==> src/rtl/reg_file_sb_pkg.sv <==
// rtl/reg_file_sb_pkg.sv - shared types and default sizes for the scoreboarded register file
package reg_file_sb_pkg;

  typedef enum logic {
    SWEEP = 1'b0,
    IDLE  = 1'b1
  } state_t;

  localparam int DEF_DATA_W = 8;
  localparam int DEF_ADDR_W = 3;

endpackage

==> src/rtl/reg_file_sb_rdport.sv <==
// rtl/reg_file_sb_rdport.sv - one combinational read port: array mux, zero register, write bypass, valid
module reg_file_sb_rdport
  import reg_file_sb_pkg::*;
#(
  parameter int DATA_W   = DEF_DATA_W,
  parameter int ADDR_W   = DEF_ADDR_W,
  parameter int DEPTH    = 1 << ADDR_W,
  parameter int BYPASS   = 1,
  parameter int ZERO_REG = 0
) (
  input  logic [DEPTH-1:0][DATA_W-1:0] mem,
  input  logic [DEPTH-1:0]             pend,
  input  logic                         busy,
  input  logic                         wr_acc,
  input  logic [ADDR_W-1:0]            wr_addr,
  input  logic [DATA_W-1:0]            wr_data,
  input  logic [ADDR_W-1:0]            rd_addr,
  output logic [DATA_W-1:0]            rd_data,
  output logic                         rd_valid
);

  // Zero register outranks bypass: a write to r0 is never accepted when it is hardwired.
  always_comb begin
    rd_data  = mem[rd_addr];
    rd_valid = !busy && !pend[rd_addr];
    if (ZERO_REG != 0 && rd_addr == '0) begin
      rd_data  = '0;
      rd_valid = !busy;
    end else if (BYPASS != 0 && wr_acc && rd_addr == wr_addr) begin
      rd_data  = wr_data;
      rd_valid = 1'b1;
    end
  end

endmodule

==> src/rtl/reg_file_sb.sv <==
// rtl/reg_file_sb.sv - DEPTHxDATA_W register file with pending scoreboard and zeroing sweep engine
module reg_file_sb
  import reg_file_sb_pkg::*;
#(
  parameter int DATA_W   = DEF_DATA_W,
  parameter int ADDR_W   = DEF_ADDR_W,
  parameter int BYPASS   = 1,
  parameter int ZERO_REG = 0
) (
  input  logic              CLK,
  input  logic              RESET,
  input  logic              CLEAR,
  input  logic              WRITE,
  input  logic [ADDR_W-1:0] INADDRESS,
  input  logic [DATA_W-1:0] IN,
  input  logic              RESERVE,
  input  logic [ADDR_W-1:0] RESADDRESS,
  input  logic [ADDR_W-1:0] OUT1ADDRESS,
  input  logic [ADDR_W-1:0] OUT2ADDRESS,
  output logic [DATA_W-1:0] OUT1,
  output logic [DATA_W-1:0] OUT2,
  output logic              OUT1_VALID,
  output logic              OUT2_VALID,
  output logic              BUSY
);

  localparam int DEPTH = 1 << ADDR_W;

  state_t                      state, state_nxt;
  logic [ADDR_W-1:0]           ptr, ptr_nxt;
  logic [DEPTH-1:0]            pend, pend_nxt;
  logic [DEPTH-1:0][DATA_W-1:0] mem;
  logic                        busy, wr_acc, res_acc;

  assign busy    = (state == SWEEP);
  assign BUSY    = busy;
  assign wr_acc  = WRITE   && !busy && !(ZERO_REG != 0 && INADDRESS  == '0);
  assign res_acc = RESERVE && !busy && !(ZERO_REG != 0 && RESADDRESS == '0);

  always_ff @(posedge CLK or negedge RESET) begin
    if (!RESET) begin
      state <= SWEEP;
      ptr   <= '0;
      pend  <= '0;
    end else begin
      state <= state_nxt;
      ptr   <= ptr_nxt;
      pend  <= pend_nxt;
    end
  end

  // Reserve is applied after the write clear so a same-address pair leaves the register pending.
  always_comb begin
    state_nxt = state;
    ptr_nxt   = ptr;
    pend_nxt  = pend;
    case (state)
      SWEEP: begin
        ptr_nxt = ptr + ADDR_W'(1);
        if (ptr == ADDR_W'(DEPTH - 1)) state_nxt = IDLE;
      end
      IDLE: begin
        if (wr_acc)  pend_nxt[INADDRESS]  = 1'b0;
        if (res_acc) pend_nxt[RESADDRESS] = 1'b1;
        if (CLEAR) begin
          state_nxt = SWEEP;
          ptr_nxt   = '0;
          pend_nxt  = '0;
        end
      end
      default: state_nxt = SWEEP;
    endcase
  end

  // Storage has no reset; the sweep is what gives it a defined value.
  always_ff @(posedge CLK) begin
    if (busy)        mem[ptr]       <= '0;
    else if (wr_acc) mem[INADDRESS] <= IN;
  end

  reg_file_sb_rdport #(
    .DATA_W(DATA_W), .ADDR_W(ADDR_W), .DEPTH(DEPTH), .BYPASS(BYPASS), .ZERO_REG(ZERO_REG)
  ) u_rd1 (
    .mem(mem), .pend(pend), .busy(busy), .wr_acc(wr_acc), .wr_addr(INADDRESS),
    .wr_data(IN), .rd_addr(OUT1ADDRESS), .rd_data(OUT1), .rd_valid(OUT1_VALID)
  );

  reg_file_sb_rdport #(
    .DATA_W(DATA_W), .ADDR_W(ADDR_W), .DEPTH(DEPTH), .BYPASS(BYPASS), .ZERO_REG(ZERO_REG)
  ) u_rd2 (
    .mem(mem), .pend(pend), .busy(busy), .wr_acc(wr_acc), .wr_addr(INADDRESS),
    .wr_data(IN), .rd_addr(OUT2ADDRESS), .rd_data(OUT2), .rd_valid(OUT2_VALID)
  );

endmodule

==> config.mk <==
export PLATFORM = sky130hd
export DESIGN_NAME = reg_file_sb
export DESIGN_NICKNAME = d
export VERILOG_FILES = /design/src/rtl/reg_file_sb_pkg.sv /design/src/rtl/reg_file_sb_rdport.sv /design/src/rtl/reg_file_sb.sv
export SDC_FILE = /design/constraint.sdc
export NUM_CORES = 1
export LEC_CHECK = 0
export ABC_AREA = 1
export CAP_MARGIN = 10
export CELL_PAD_IN_SITES_DETAIL_PLACEMENT = 2
export CELL_PAD_IN_SITES_GLOBAL_PLACEMENT = 2
export CORE_MARGIN = 2
export CORE_UTILIZATION = 35
export CTS_BUF_LIST = sky130_fd_sc_hd__clkbuf_8 sky130_fd_sc_hd__clkbuf_16
export DETAILED_ROUTE_END_ITERATION = 10
export PLACE_DENSITY_LB_ADDON = 0.1
export SYNTH_ARGS = -nofsm -noshare
export SYNTH_HDL_FRONTEND = slang
export SYNTH_SLANG_ARGS = --single-unit
==> constraint.sdc <==
create_clock -name CLK -period 4.3 [get_ports CLK]
set_input_delay 0.645 -clock CLK [delete_from_list [all_inputs] [get_ports CLK]]
set_output_delay 0.645 -clock CLK [all_outputs]
set_load 0.02 [all_outputs]
==> flow_summary.json, run 1 <==
{
  "ys_seq_elements": 76,
  "viasPerCell": 5.744,
  "yosys-top-cells-area": "edfxtp_1, nand3_1, nand2_1, o21ai_0, dfrtp_1",
  "hp-start": "pend[5]",
  "instances_no_fill": 975,
  "synth_top_cell_area_share_pct": 36.84,
  "cts_resized": 0,
  "insertedDiodeCount": 0,
  "clk-insertion-delay-late_ns": 0.35,
  "timing.critical_path.mode_cell": "nand2_1",
  "critPathLaunchType": "primary input",
  "clk_pin_slew_worst_paths_ns": 0.06,
  "cp-end-kind": "primary output",
  "placedCellCount": 959,
  "critPathTopFamily": "buffers and inverters",
  "synth-seq-area-share_pct": 42.60,
  "hold_buffers": 0,
  "overflow": 0,
  "fin_crit_sh_pct": 83.08,
  "run_status": "finished clean",
  "p_total_mw": 3.879,
  "final_area_um2": 6073,
  "fin_util_pct": 41.79,
  "worstPathArrival_ns": 2.93,
  "start_util_pct": 35.89,
  "wl_um": 23470,
  "critical_path_class": "primary input to primary output",
  "yosysTopAreaCell": "edfxtp_1",
  "hp-class": "flop to flop",
  "final-setup-viol-count": 0,
  "comb_power_share_pct": 44.7,
  "wire_per_inst_um": 24.07,
  "cp_data_required_time_ns": 3.65,
  "rsz0062_at_grt": "no",
  "ios": 44,
  "grt_pass1_vias": 5948,
  "vias": 5600,
  "swShare_pct": 44.87,
  "cts_max_path_buffers": 2,
  "pwr-share-seq_pct": 37.1,
  "fin_crit_ns": 3.572,
  "fillers": 1730,
  "max_freq_ghz": 0.2799,
  "drtIter0Drc": 394,
  "reg2reg_from": "state",
  "clkPwrFrac_pct": 18.2,
  "die_area_um2": 15900,
  "ant_nets": 0,
  "clock_tree.root_cell": "clkbuf_16",
  "cap_violations": 0,
  "tns_ns": 0,
  "netlist_area_um2": 5216,
  "fp.dieW_um": 126.1,
  "crit_path_max_fanout": 37,
  "pre_cts_ws_ns": 0.7526,
  "rows": 44,
  "drive_above_1_share_pct": 5.689,
  "cell_internal_pwr_mw": 2.139,
  "gp_congestion": 0.8874,
  "tightest_slew_ns": 0.7946,
  "track_usage_pct": 30.22,
  "drc": 0,
  "p_leak_nw": 2.730,
  "clkSinkCount": 76,
  "whs_ns": 0.5492,
  "grt_max_degree": 69,
  "nets": 813,
  "hold_viol_final": 0,
  "fin_ws_ns": 0.7276,
  "syn_inst": 750,
  "path_cells": "clkdlybuf4s50_1 > inv_2 > nand2_1 > nand2_1 > nor2_1 > nand2_2 > inv_2 > nand2_1 > nand2_1 > clkdlybuf4s50_1",
  "coreArea_um2": 14530,
  "vdd_ir_drop_max_mv": 0.6493,
  "placed_cell_area_um2": 5812,
  "numCtsBuffers": 9,
  "grt_pass1_wl_um": 36190,
  "max_stage_delay_ns": 0.54,
  "fin_skew_ns": 0.007989,
  "dp_hpwl_um": 16700,
  "slew_headroom_pct": 47.03,
  "postSynthAreaPerCell_um2": 6.955,
  "ys_warn_count": 0,
  "cp_slowest_cell": "clkdlybuf4s50_1",
  "antenna_found_initial": 0,
  "cts_max_level": 3,
  "synth.distinct_cells": 18,
  "cts_tree": "built",
  "numPortBuffers": 43,
  "slew_violations": 0,
  "postCtsSetupBuffers": 0,
  "dr.pass1.iters": 5,
  "p_per_area_nw_per_um2": 638.7,
  "syn_nets": 777,
  "startpoint": "OUT2ADDRESS[0]",
  "fp.dieH_um": 126.1,
  "worst-path-buf-inv": 4,
  "netSwitchingPower_mw": 1.741,
  "area_delta_synth_final_pct": 16.43
}
layout by cell type (no fill, tap or decap):
| master | Yosys | routed |
|---|---|---|
| nand2_1 | 238 | 238 |
| nand3_1 | 207 | 207 |
| o21ai_0 | 84 | 84 |
| inv_1 | 80 | 81 |
| edfxtp_1 | 64 | 64 |
| clkdlybuf4s50_1 | 0 | 43 |
| buf_4 | 5 | 19 |
| nor2_1 | 12 | 12 |
| dfrtp_1 | 12 | 12 |
| clkbuf_16 | 0 | 9 |
| inv_2 | 8 | 8 |
| nor2_2 | 2 | 2 |
| nand2_2 | 2 | 2 |
| ha_1 | 2 | 2 |
| clkinv_1 | 0 | 2 |
| clkinvlp_4 | 0 | 2 |
| clkinv_2 | 0 | 2 |
| inv_4 | 1 | 1 |
| o21ai_1 | 1 | 1 |
metal layers:
metal | vias to the layer above | part of all wire (%) | wire length, um | track usage, %
li1 | 2568 | - | - | -
met1 | 2809 | 45 | 10660 | 41.30
met2 | 187 | 47 | 10960 | 48.77
met3 | 36 | 5.0 | 1184 | 5.438
met4 | 0 | 2.8 | 665 | 9.696
met5 | - | 0 | 0 | 0
flip-flops by register name, summed over array words and instances (netlist names):
name / count
pend: 8
state: 1
mem: 64
ptr: 3
layout make-up:
| type | instances | area (um2) | share of cell area (%) |
|---|---|---|---|
| Tap cell | 184 | 230.2 | 3.791 |
| Timing Repair Buffer | 62 | 573.1 | 9.436 |
| Inverter | 89 | 336.6 | 5.542 |
| Clock inverter | 7 | 36.28 | 0.5974 |
| Sequential cell | 76 | 2222 | 36.59 |
| Multi-Input combinational cell | 548 | 2450 | 40.34 |
| Clock buffer | 9 | 225.2 | 3.708 |
cell families (layout without fill, tap and decap cells):
family,after synthesis,in the layout,share of synthesized area [%]
simple gates,461,461,38.33
flops,76,76,42.60
fa+ha+maj,2,2,0.4797
compound gates,85,85,8.155
buf+inv,126,167,10.43
cell usage after synthesis (all sizes together):
master / count
edfxtp: 64
dfrtp: 12
clkbuf: 11
o21ai: 85
inv: 89
nor2: 14
nand3: 207
nand2: 240
ha: 2
buf: 26
tightest hold or removal path: stages, from the launching register on:
cell and delay (ns):
dfrtp_1 0.40, nand2_1 0.07, nand2_1 0.05
power groups by stage:
stage | Combinational, mW | Clock (mW) | Sequential (mW)
after CTS | 1.73 | 0.712 | 1.43
after global placement | 1.60 | 0 | 1.42
after global routing | 1.92 | 0.748 | 1.47
after floorplan | 1.04 | 0 | 1.36
after detailed placement | 1.71 | 0 | 1.44
final | 1.73 | 0.706 | 1.44
worst paths after layout:
| check | to | slack, ns | cells past startpoint |
|---|---|---|---|
| setup / recovery | OUT2[3] | 0.73 | 10 |
| hold / removal | pend[5] | 0.55 | 2 |
| setup reg to reg | pend[7] | 2.35 | 6 |
| hold reg to reg | pend[5] | 0.55 | 2 |
| max in group asynchronous | ptr[0] | 3.21 | 1 |
| min in group asynchronous | pend[4] | 0.69 | 1 |
Power figures use the tool's default switching activity.
==> inputs of run 2 (changes only) <==
Settings changed: CORE_UTILIZATION 35 to 33.
Clock period 4.3 ns to 3.52 ns, I/O delays scaled along.
==> flow_summary.json, run 2 (same netlist as run 1, synthesis figures left out) <==
{
  "max_freq_ghz": 0.3021,
  "fin_ws_ns": 0.2100,
  "hold_viol_final": 0,
  "fp.dieH_um": 129.7,
  "final_common_cell": "nand2_1",
  "cts_resized": 0,
  "clkSinkCount": 76,
  "rows": 45,
  "reg2regPathDepth": 5,
  "drc": 0,
  "largest_reg_flops": 64,
  "p_per_area_nw_per_um2": 794.8,
  "postCtsSetupBuffers": 0,
  "clkPwrFrac_pct": 22.1,
  "insertedDiodeCount": 0,
  "nets": 816,
  "pwr-share-seq_pct": 35.3,
  "ios": 44,
  "clock_tree.root_cell": "clkbuf_16",
  "cts_tree": "built",
  "critical_path_class": "primary input to primary output",
  "numPortBuffers": 43,
  "fin_crit_sh_pct": 94.03,
  "area_delta_synth_final_pct": 19.07,
  "fillers": 1866,
  "antenna_found_initial": 0,
  "wire_per_inst_um": 23.01,
  "wl_um": 23130,
  "viasPerCell": 5.557,
  "dp_hpwl_um": 17060,
  "track_usage_pct": 28.97,
  "vias": 5585,
  "grt_max_degree": 38,
  "vdd_ir_drop_max_mv": 0.3938,
  "reg2reg_from": "state",
  "r2r_slack_ns": 1.54,
  "pre_cts_ws_ns": 0.2498,
  "overflow": 0,
  "p_leak_nw": 2.780,
  "swShare_pct": 42.53,
  "regMostFlops": "mem",
  "crit_path_max_fanout": 10,
  "hp-class": "primary input to async pin",
  "hold_buffers": 0,
  "ant_nets": 0,
  "critPathLaunchType": "primary input",
  "dr.pass1.iters": 5,
  "grt_pass1_wl_um": 35850,
  "run_status": "finished clean",
  "slew_violations": 0,
  "fin_skew_ns": 0.007306,
  "cap_violations": 0,
  "cp-end-kind": "primary output",
  "clk_pin_slew_worst_paths_ns": 0.06,
  "fp.dieW_um": 129.7,
  "comb_power_share_pct": 42.6,
  "numCtsBuffers": 9,
  "coreArea_um2": 15310,
  "worstPathArrival_ns": 2.78,
  "tightest_slew_ns": 0.6720,
  "start_util_pct": 34.06,
  "cts_max_level": 3,
  "cts_max_path_buffers": 2,
  "gp_congestion": 0.8580,
  "largestRegisters": "mem (64), pend (8), ptr (3)",
  "die_area_um2": 16830,
  "final_cell_mix": "nand2_1, nand3_1, o21ai_0, inv_1, edfxtp_1",
  "slew_headroom_pct": 55.09,
  "clk-insertion-delay-late_ns": 0.35,
  "r2r-end": "ptr[2]",
  "final-setup-viol-count": 0,
  "cell_internal_pwr_mw": 2.837,
  "tns_ns": 0,
  "fin_crit_ns": 3.310,
  "grt_pass1_vias": 5932,
  "drive_above_1_share_pct": 6.297,
  "cp_data_required_time_ns": 2.99,
  "netSwitchingPower_mw": 2.099,
  "drtIter0Drc": 429,
  "rsz0062_at_grt": "no"
}
run 2: cell count changes in the layout (fill, tap and decap cells not counted), sizes merged:
cell / delta
buf: +3
bufinv: +3
clkinv: -3
run 2: worst max path at each step:
stage | startpoint | to | slack, ns | cells after the start
4_1_cts | INADDRESS[2] | OUT2[7] | 0.23 | 10
3_5_place_dp | INADDRESS[2] | OUT2[7] | 0.25 | 10
6_report | INADDRESS[2] | OUT2[7] | 0.21 | 10
3_3_place_gp | OUT1ADDRESS[1] | OUT1[3] | 0.30 | 10
2_1_floorplan | INADDRESS[1] | mem[16] | 1.54 | 5
5_1_grt | INADDRESS[2] | OUT2[0] | 0.06 | 10
run 2: area by class of cell:
class                           count  area, um2  area share, %
Clock inverter                      7      117.6          1.894
Clock buffer                        9      225.2          3.626
Timing Repair Buffer               65      595.6          9.589
Tap cell                          211      264.0          4.251
Multi-Input combinational cell    548       2450          39.44
Sequential cell                    76       2222          35.78
Inverter                           89      336.6          5.419
run 2: power by group through the flow:
stage          Sequential (mW)  Clock (mW)  Combinational (mW)
6_report                  1.74        1.09                2.10
5_1_grt                   1.79        1.14                2.33
4_1_cts                   1.74        1.11                2.10
3_5_place_dp              1.75           0                2.09
3_3_place_gp              1.73           0                1.97
2_1_floorplan             1.66           0                1.27
run 2: layer usage:
metal / part of all wire [%] / track usage (%) / vias up
met4: 2.5 / 9.361 / 0
met5: 0 / 0 / -
met3: 4.5 / 4.469 / 29
met1: 46 / 39.53 / 2837
met2: 47 / 47.37 / 139
li1: - / - / 2580
run 2: through the flow:
step                total power, mW  std cells  instance area (um2)  util (%)  hold WS, ns
floorplan                     2.930        750                 5216         -       0.2324
CTS                           4.952       1005                 6211     40.56       0.5272
global placement              3.696        989                 5868     38.32       0.5066
global route                  5.263       1005                 6211     40.56       0.5607
detailed placement            3.841        989                 5868     38.32       0.5126
finish                        4.936       1005                 6211     40.56       0.5354
run 2: worst max-delay path, cell delays in order:
cell             delay (ns)
clkdlybuf4s50_1        0.66
inv_1                  0.14
nand2_1                0.09
nand2_1                0.05
nor2_1                 0.12
nand2_2                0.19
inv_2                  0.20
nand2_1                0.08
nand2_1                0.09
clkdlybuf4s50_1        0.63
==> inputs of run 3 (changes only) <==
--- a/config.mk
+++ b/config.mk
@@ -11,2 +11,3 @@
 export CELL_PAD_IN_SITES_GLOBAL_PLACEMENT = 2
+export CORE_ASPECT_RATIO = 1.25
 export CORE_MARGIN = 2
--- a/constraint.sdc
+++ b/constraint.sdc
@@ -3,2 +3,2 @@
 set_output_delay 0.528 -clock CLK [all_outputs]
-set_load 0.02 [all_outputs]
+set_load 0.005 [all_outputs]
==> flow_summary.json, run 3 (same netlist as run 1, synthesis figures left out) <==
{
  "clock_tree.root_cell": "clkbuf_16",
  "final_area_um2": 6180,
  "dr.pass1.iters": 7,
  "drc": 0,
  "overflow": 0,
  "cts_resized": 0,
  "rsz0062_at_grt": "no",
  "postCtsSetupBuffers": 0,
  "max_freq_ghz": 0.3042,
  "drtIter0Drc": 405,
  "slew_headroom_pct": 48.96,
  "area_delta_synth_final_pct": 18.47,
  "cts_max_path_buffers": 2,
  "wl_um": 23990,
  "fp.dieH_um": 144.6,
  "fin_ws_ns": 0.2328,
  "critPathLaunchType": "primary input",
  "fin_crit_ns": 3.287,
  "max_stage_delay_ns": 0.55,
  "run_status": "finished clean",
  "numCtsBuffers": 9,
  "tns_ns": 0,
  "clkSinkCount": 76,
  "largestRegisters": "mem (64), pend (8), ptr (3)",
  "final_cell_mix": "nand2_1, nand3_1, o21ai_0, inv_1, edfxtp_1",
  "p_leak_nw": 2.767,
  "cts_tree": "built",
  "largest_reg_flops": 64,
  "gp_congestion": 0.9522,
  "hp-class": "flop to flop",
  "ant_nets": 0,
  "path_cells": "clkdlybuf4s50_1 > inv_2 > nor2_1 > nor2_2 > nand2_2 > inv_4 > nand2_1 > nand2_1 > clkdlybuf4s50_1",
  "worst-path-buf-inv": 4,
  "critPathTopFamily": "buffers and inverters",
  "critical_path_class": "primary input to primary output",
  "dr_wl_met2_um": 12540,
  "vias": 5572,
  "p_total_mw": 4.788,
  "grt_pass1_wl_um": 36010,
  "hold_viol_final": 0,
  "fin_crit_sh_pct": 93.39,
  "viasPerCell": 5.544,
  "wire_per_inst_um": 23.87,
  "final_common_cell": "nand2_1",
  "drive_above_1_share_pct": 6.305,
  "grt_pass1_vias": 5959,
  "vdd_ir_drop_max_mv": 0.3879,
  "clk_pin_slew_worst_paths_ns": 0.06,
  "fin_skew_ns": 0.01148,
  "antenna_found_initial": 0,
  "nets": 815,
  "insertedDiodeCount": 0,
  "cp-end-kind": "primary output",
  "fin_util_pct": 39.85,
  "placed_cell_area_um2": 5862,
  "regMostFlops": "mem",
  "cap_violations": 0,
  "highest_layer": "met4",
  "pre_cts_ws_ns": 0.2432,
  "wl_met1_um": 9420,
  "cp_data_required_time_ns": 2.99,
  "tightest_slew_ns": 0.7645,
  "clk-insertion-delay-late_ns": 0.35,
  "die_area_um2": 16830,
  "fp.dieW_um": 116.5,
  "rows": 51,
  "track_usage_pct": 29.76,
  "worstPathArrival_ns": 2.76,
  "p_per_area_nw_per_um2": 774.8,
  "dr_wl_met3_um": 973,
  "hold_buffers": 0,
  "cts_max_level": 3,
  "fillers": 1897,
  "coreArea_um2": 15510,
  "cp_slowest_cell": "inv_2",
  "crit_path_max_fanout": 38,
  "dp_hpwl_um": 17400,
  "slew_violations": 0,
  "ios": 44,
  "start_util_pct": 33.64,
  "numPortBuffers": 43,
  "grt_max_degree": 41,
  "final-setup-viol-count": 0
}
-- run 3: final cells by class --
class | instances | area (um2) | area share, %
clock buffers | 9 | 225.2 | 3.644
clock inverters | 7 | 92.59 | 1.498
inverters | 89 | 336.6 | 5.446
multi-input cells | 548 | 2450 | 39.64
flip-flops and latches | 76 | 2222 | 35.96
well taps | 212 | 265.3 | 4.292
repair buffers | 64 | 588.1 | 9.516
-- run 3: metrics by stage --
step / cells / hold WS [ns]
6_report: 1005 / 0.5289
3_5_place_dp: 989 / 0.5060
4_1_cts: 1005 / 0.5286
3_3_place_gp: 989 / 0.5022
2_1_floorplan: 750 / 0.2324
5_1_grt: 1005 / 0.5548
-- run 3: report_power, final --
part | leakage [nW] | total (mW) | internal [mW] | switching (mW)
clock | 0.156 | 1.02 | 0.570 | 0.447
sequential | 0.883 | 1.76 | 1.51 | 0.248
combinational | 1.73 | 2.01 | 0.632 | 1.38
total | 2.77 | 4.79 | 2.71 | 2.08
-- run 3: worst min-delay path: stages (launching register included) --
cell and delay (ns):
dfrtp_1 0.39, nand2_1 0.07, nand2_1 0.05
-- run 3: path summary, 6_finish.rpt --
kind,from,endpoint,cells past startpoint,slack [ns]
worst min-delay path,pend[5],pend[5],2,0.53
worst min register to register,pend[5],pend[5],2,0.53
worst max register to register,state,mem[40],4,1.37
min in group asynchronous,RESET,pend[0],1,0.54
worst max-delay path,OUT1ADDRESS[0],OUT1[2],9,0.23
max in group asynchronous,RESET,pend[3],1,2.58
-- run 3: metal layers --
layer	track usage (%)	vias up
met5	0	-
met4	13.47	0
met3	4.526	64
met2	54.07	143
met1	34.00	2797
li1	-	2568
